==> config.mk <==
export PLATFORM = sky130hd
export DESIGN_NAME = seq_detect_moore
export DESIGN_NICKNAME = d
export VERILOG_FILES = /design/src/rtl/seq_detect_pkg.sv /design/src/rtl/sat_counter.sv /design/src/rtl/seq_detect_moore.sv
export SDC_FILE = /design/constraint.sdc
export NUM_CORES = 1
export LEC_CHECK = 0
export CAP_MARGIN = 20
export CORE_UTILIZATION = 54
export CTS_BUF_LIST = sky130_fd_sc_hd__clkbuf_16
export CTS_CLUSTER_DIAMETER = 30
export DETAILED_ROUTE_END_ITERATION = 16
export GPL_ROUTABILITY_DRIVEN = 0
export PLACE_DENSITY = 0.8
export RECOVER_POWER = 25
export SLEW_MARGIN = 5
export SYNTH_ARGS = -nofsm -noshare
export SYNTH_HDL_FRONTEND = slang
export SYNTH_HIERARCHICAL = 1
export SYNTH_SLANG_ARGS = --single-unit
==> constraint.sdc <==
create_clock -name clk -period 5.7 [get_ports clk]
set_input_delay 1.71 -clock clk [delete_from_list [all_inputs] [get_ports clk]]
set_output_delay 1.71 -clock clk [all_outputs]
set_load 0.05 [all_outputs]
==> src/rtl/seq_detect_pkg.sv <==
// Shared definitions for the Moore serial pattern detector.
// Holds the FSM state encoding used by the detector core.
package seq_detect_pkg;

    typedef enum logic [1:0] {
        S_IDLE = 2'b00,
        S_SCAN = 2'b01,
        S_HIT  = 2'b10
    } state_t;

    // Width needed to hold a fill level of 0..pat_w.
    function automatic int fill_width(input int pat_w);
        return $clog2(pat_w + 1);
    endfunction

endpackage

==> src/rtl/sat_counter.sv <==
// Saturating up-counter with synchronous clear and a sticky
// saturation flag; clear beats increment.
module sat_counter #(
    parameter int CNT_W = 8
) (
    input  logic             clk,
    input  logic             reset,
    input  logic             clr,
    input  logic             inc,
    output logic [CNT_W-1:0] count,
    output logic             sat
);

    localparam logic [CNT_W-1:0] MAX = {CNT_W{1'b1}};
    localparam logic [CNT_W-1:0] ONE = CNT_W'(1);

    // Count increments until all-ones; the flag latches on arrival.
    always_ff @(posedge clk) begin
        if (reset || clr) begin
            count <= '0;
            sat   <= 1'b0;
        end else if (inc && (count != MAX)) begin
            count <= count + ONE;
            if (count == (MAX - ONE)) begin
                sat <= 1'b1;
            end
        end
    end

endmodule

==> src/rtl/seq_detect_moore.sv <==
// Moore FSM that detects a loadable serial bit pattern, with
// overlap/non-overlap modes and a saturating match counter.
module seq_detect_moore
    import seq_detect_pkg::*;
#(
    parameter int PAT_W = 4,
    parameter int CNT_W = 8
) (
    input  logic             clk,
    input  logic             reset,
    input  logic             din,
    input  logic             din_valid,
    input  logic             pat_load,
    input  logic [PAT_W-1:0] pat_in,
    input  logic             overlap,
    input  logic             clr_count,
    output logic             match,
    output logic [CNT_W-1:0] match_count,
    output logic             count_sat
);

    localparam int FILL_W = fill_width(PAT_W);
    localparam logic [FILL_W-1:0] FULL  = FILL_W'(PAT_W);
    localparam logic [FILL_W-1:0] F_ONE = FILL_W'(1);

    state_t             state, state_n;
    logic [PAT_W-1:0]   pat, pat_n;
    logic               ovl, ovl_n;
    logic [PAT_W-1:0]   hist, hist_n;
    logic [FILL_W-1:0]  fill, fill_n;
    logic [FILL_W-1:0]  fill_inc;
    logic               hit;

    // State, pattern, mode and history registers.
    always_ff @(posedge clk) begin
        if (reset) begin
            state <= S_IDLE;
            pat   <= '0;
            ovl   <= 1'b0;
            hist  <= '0;
            fill  <= '0;
        end else begin
            state <= state_n;
            pat   <= pat_n;
            ovl   <= ovl_n;
            hist  <= hist_n;
            fill  <= fill_n;
        end
    end

    // Next-state logic: load, shift accepted bits, flag a match.
    always_comb begin
        state_n  = state;
        pat_n    = pat;
        ovl_n    = ovl;
        hist_n   = hist;
        fill_n   = fill;
        hit      = 1'b0;
        fill_inc = (fill == FULL) ? fill : fill + F_ONE;
        if (pat_load) begin
            pat_n   = pat_in;
            ovl_n   = overlap;
            hist_n  = '0;
            fill_n  = '0;
            state_n = S_SCAN;
        end else begin
            case (state)
                S_IDLE: state_n = S_IDLE;
                S_SCAN, S_HIT: begin
                    state_n = S_SCAN;
                    if (din_valid) begin
                        hist_n = PAT_W'({hist, din});
                        fill_n = fill_inc;
                        if ((hist_n == pat) && (fill_inc == FULL)) begin
                            hit     = 1'b1;
                            state_n = S_HIT;
                            fill_n  = ovl ? fill_inc : '0;
                        end
                    end
                end
                default: state_n = S_IDLE;
            endcase
        end
    end

    assign match = (state == S_HIT);

    sat_counter #(
        .CNT_W(CNT_W)
    ) u_cnt (
        .clk   (clk),
        .reset (reset),
        .clr   (clr_count),
        .inc   (hit),
        .count (match_count),
        .sat   (count_sat)
    );

endmodule

==> impl_metrics.py <==
metrics = {
    "clock_network": {
        "cts_buffer_depth": 2,
        "cts_resized": 0,
        "clkLatencyLatePin_ps": 250,
        "numCtsBuffers": 3,
        "cts_hold_buffers": 0,
        "htreeDepth": 1,
        "tritoncts": "built",
        "clk_pin_slew_ps": 60,
        "root_buffer": "clkbuf_16",
        "cts_sinks": 22,
        "post_cts_buffers": 0,
    },
    "yosys": {
        "yosysWarnings": 6,
        "seq_area_frac_synth": 0.3942,
        "synth_most_common_cell": "dfxtp_1",
        "netlist_instances": 126,
        "async_reset_ff_frac": 0,
        "synthTopCellsByArea": "dfxtp_1 39%, mux2i_1 7.2%, ha_1 5.6%",
        "ys_ff_latch": 22,
        "netlist_area_um2": 1117,
        "syn-num-nets": 142,
        "synth_cell_types": 37,
        "synth.top_cell.area_share": 0.3942,
        "synth-edff-count": 0,
        "syn_avg_cell_area_um2": 8.868,
        "yosysTopAreaCell": "dfxtp_1",
        "synth_common_cells": "22 x dfxtp_1, 15 x nand2_1, 11 x nor2_1, 10 x a21oi_1, 8 x mux2i_1",
        "synth_flop_cell": "dfxtp_1",
    },
    "power_and_ir_drop": {
        "combPwrFrac": 0.077,
        "p_seq_frac": 0.478,
        "p_sw_uw": 69.16,
        "total_power_uw": 332.2,
        "p_leak_uw": 0.0005455,
        "peakVddDrop_v": 0.0001533,
        "swShare": 0.2082,
        "p_per_area_nw_per_um2": 236.6,
        "p_int_uw": 263.0,
        "clkPwrFrac": 0.445,
    },
    "floorplan": {
        "start_util": 0.5695,
        "die_w_um": 47.49,
        "io_pins": 21,
        "coreArea_um2": 1962,
        "placementRows": 16,
        "dieArea_um2": 2255,
        "die_h_um": 47.49,
    },
    "sta": {
        "period_minus_slack_ps": 3645,
        "hold_viol_final": 0,
        "maxSlewViolCount": 0,
        "rsz0062_at_grt": "no",
        "setup_viol_count_final": 0,
        "setup_tns_ps": 0,
        "fmax_ghz": 0.2743,
        "max_slew_margin": 0.6454,
        "holdWs_ps": 471.7,
        "tightest_slew_ps": 529.9,
        "fin_skew_ps": 1.997,
        "period_share": 0.6395,
    },
    "critical_path": {
        "crit_path_start_kind": "primary input",
        "crit_chain": "clkdlybuf4s50_1 > xor2_1 > nor3_1 > and4_1 > nand3_1 > or4_1 > o211a_1",
        "worstPathRequired_ps": 5840,
        "crit_path_top_delay_cell": "clkdlybuf4s50_1",
        "r2r_cells": 8,
        "critPathKind": "in -> reg",
        "r2r_slack_ps": 3070,
        "worst-path-max-fanout": 7,
        "cp.arrival_ps": 3790,
        "r2r-end": "u_cnt/count[7]$_SDFFE_PP0P_",
        "end_kind": "register",
        "critPathMaxStageDelay_ps": 430,
        "timing.rr.start": "fill[0]$_SDFFE_PP0P_",
    },
    "global_route": {
        "grt_use_met1": 0.3131,
        "grt_util_met2": 0.3863,
        "grt_first_pass_wirelength_um": 3657,
        "antenna_found_initial": 0,
        "first_global_vias": 842,
        "gr-total-overflow": 0,
        "gr-usage-all-layers": 0.2349,
        "grt_max_degree": 13,
        "top_usage_layer": "met2",
        "met3_usage": 0.03396,
    },
    "detailed_routing": {
        "vias": 997,
        "post_drt_wl_per_cell_um": 14.14,
        "dr.pass1.iters": 4,
        "drt_iter0_markers": 27,
        "wl_um": 2460,
        "drc_errors": 0,
        "drtAntennaViolNets": 0,
        "routed_via_density": 5.730,
    },
    "run_status": {
        "status": "finished clean",
    },
    "worst_hold_path": {
        "min_from": "u_cnt/sat$_SDFFE_PP0P_",
        "hold_depth": 1,
        "min_path_type": "reg -> reg",
        "hold_end": "u_cnt/sat$_SDFFE_PP0P_",
    },
    "place": {
        "place_inst": 170,
        "io_buffers": 20,
        "dp.final_hpwl_um": 1763,
    },
    "final_layout": {
        "fillers": 156,
        "finalCoreUtilization": 0.7156,
        "num_antenna_cells": 0,
        "layout-drive-gt1-share": 0.06122,
        "areaGrowthSynthToFinish_pct": 25.64,
        "nets": 164,
        "layout.cells.non_filler": 174,
    },
    "run": {
        "drv_cap": 0,
    },
}
## final cells by class
type | count | area [µm²] | share of cell area
inverter | 6 | 22.52 | 0.01604
multi-input combinational | 95 | 628.1 | 0.4474
tap | 27 | 33.78 | 0.02406
timing repair buffer | 20 | 200.2 | 0.1426
clock buffer | 3 | 75.07 | 0.05348
sequential | 22 | 440.4 | 0.3137
clock inverter | 1 | 3.754 | 0.002674
## worst max-delay path: cells and delay by family
family                    cells  cell delay (ps)
xor gates and xnor gates      1              170
and+or+nand+nor               4             1260
AOI/OAI and AO/OA             1              220
buffers and inverters         1              430
## sequential cells by signal (all words and copies together) (netlist names)
signal	flops
ovl	1
fill	3
pat	4
u_cnt/count	8
u_cnt/sat	1
state	2
hist	3
## worst max path at each step
stage	start	depth (start not counted)	slack [ps]	end
CTS	din	7	2090	u_cnt/count[7]$_SDFFE_PP0P_
finish	din	7	2050	u_cnt/count[7]$_SDFFE_PP0P_
floorplan	din	6	2500	u_cnt/count[7]$_SDFFE_PP0P_
global placement	din	7	1980	u_cnt/count[7]$_SDFFE_PP0P_
detailed placement	din	7	1900	u_cnt/count[7]$_SDFFE_PP0P_
global route	din	7	1930	u_cnt/count[7]$_SDFFE_PP0P_
## metrics by stage
step | instance area, µm² | setup slack (ps)
global placement | 1325 | 1980
CTS | 1404 | 2095
detailed placement | 1325 | 1896
global route | 1404 | 1926
finish | 1404 | 2055
floorplan | 1117 | 2498
## cell families (layout without fill, tap and decap cells)
logic type                 count (synthesis)  count (layout)  share of synthesized area
and+or+nand+nor                           52              52                     0.2531
adders and majority gates                  5               5                    0.05599
buffers and inverters                      9              30                    0.04367
DFF                                       22              22                     0.3942
muxes                                      8               8                    0.07167
AOI/OAI and AO/OA                         25              25                     0.1422
xor gates and xnor gates                   5               5                    0.03919
## placed cells by master (no fill, tap or decap), drive strengths merged, types with 3 or more instances in the layout
master         count
dfxtp             22
mux2i              8
a31oi              5
clkdlybuf4s50     19
ha                 5
nand3              5
inv                6
or3                3
nor2              11
nand2             15
clkbuf             3
a21oi             11
and4               5
xor2               4
o21ai              3
## power groups by stage
stage / Sequential, µW / Clock (µW) / Combinational (µW)
after floorplan: 162 / 0 / 15.3
after global placement: 162 / 0 / 24.1
after detailed placement: 162 / 0 / 25.0
after CTS: 159 / 150 / 25.5
after global routing: 159 / 158 / 28.3
final: 159 / 148 / 25.4
## per-layer routing
metal | vias up | wire, µm
met4 | 0 | 30
met2 | 27 | 1216
met3 | 5 | 80
li1 | 495 | -
met5 | - | 0
met1 | 470 | 1132
(Power assumes the default switching activity.)
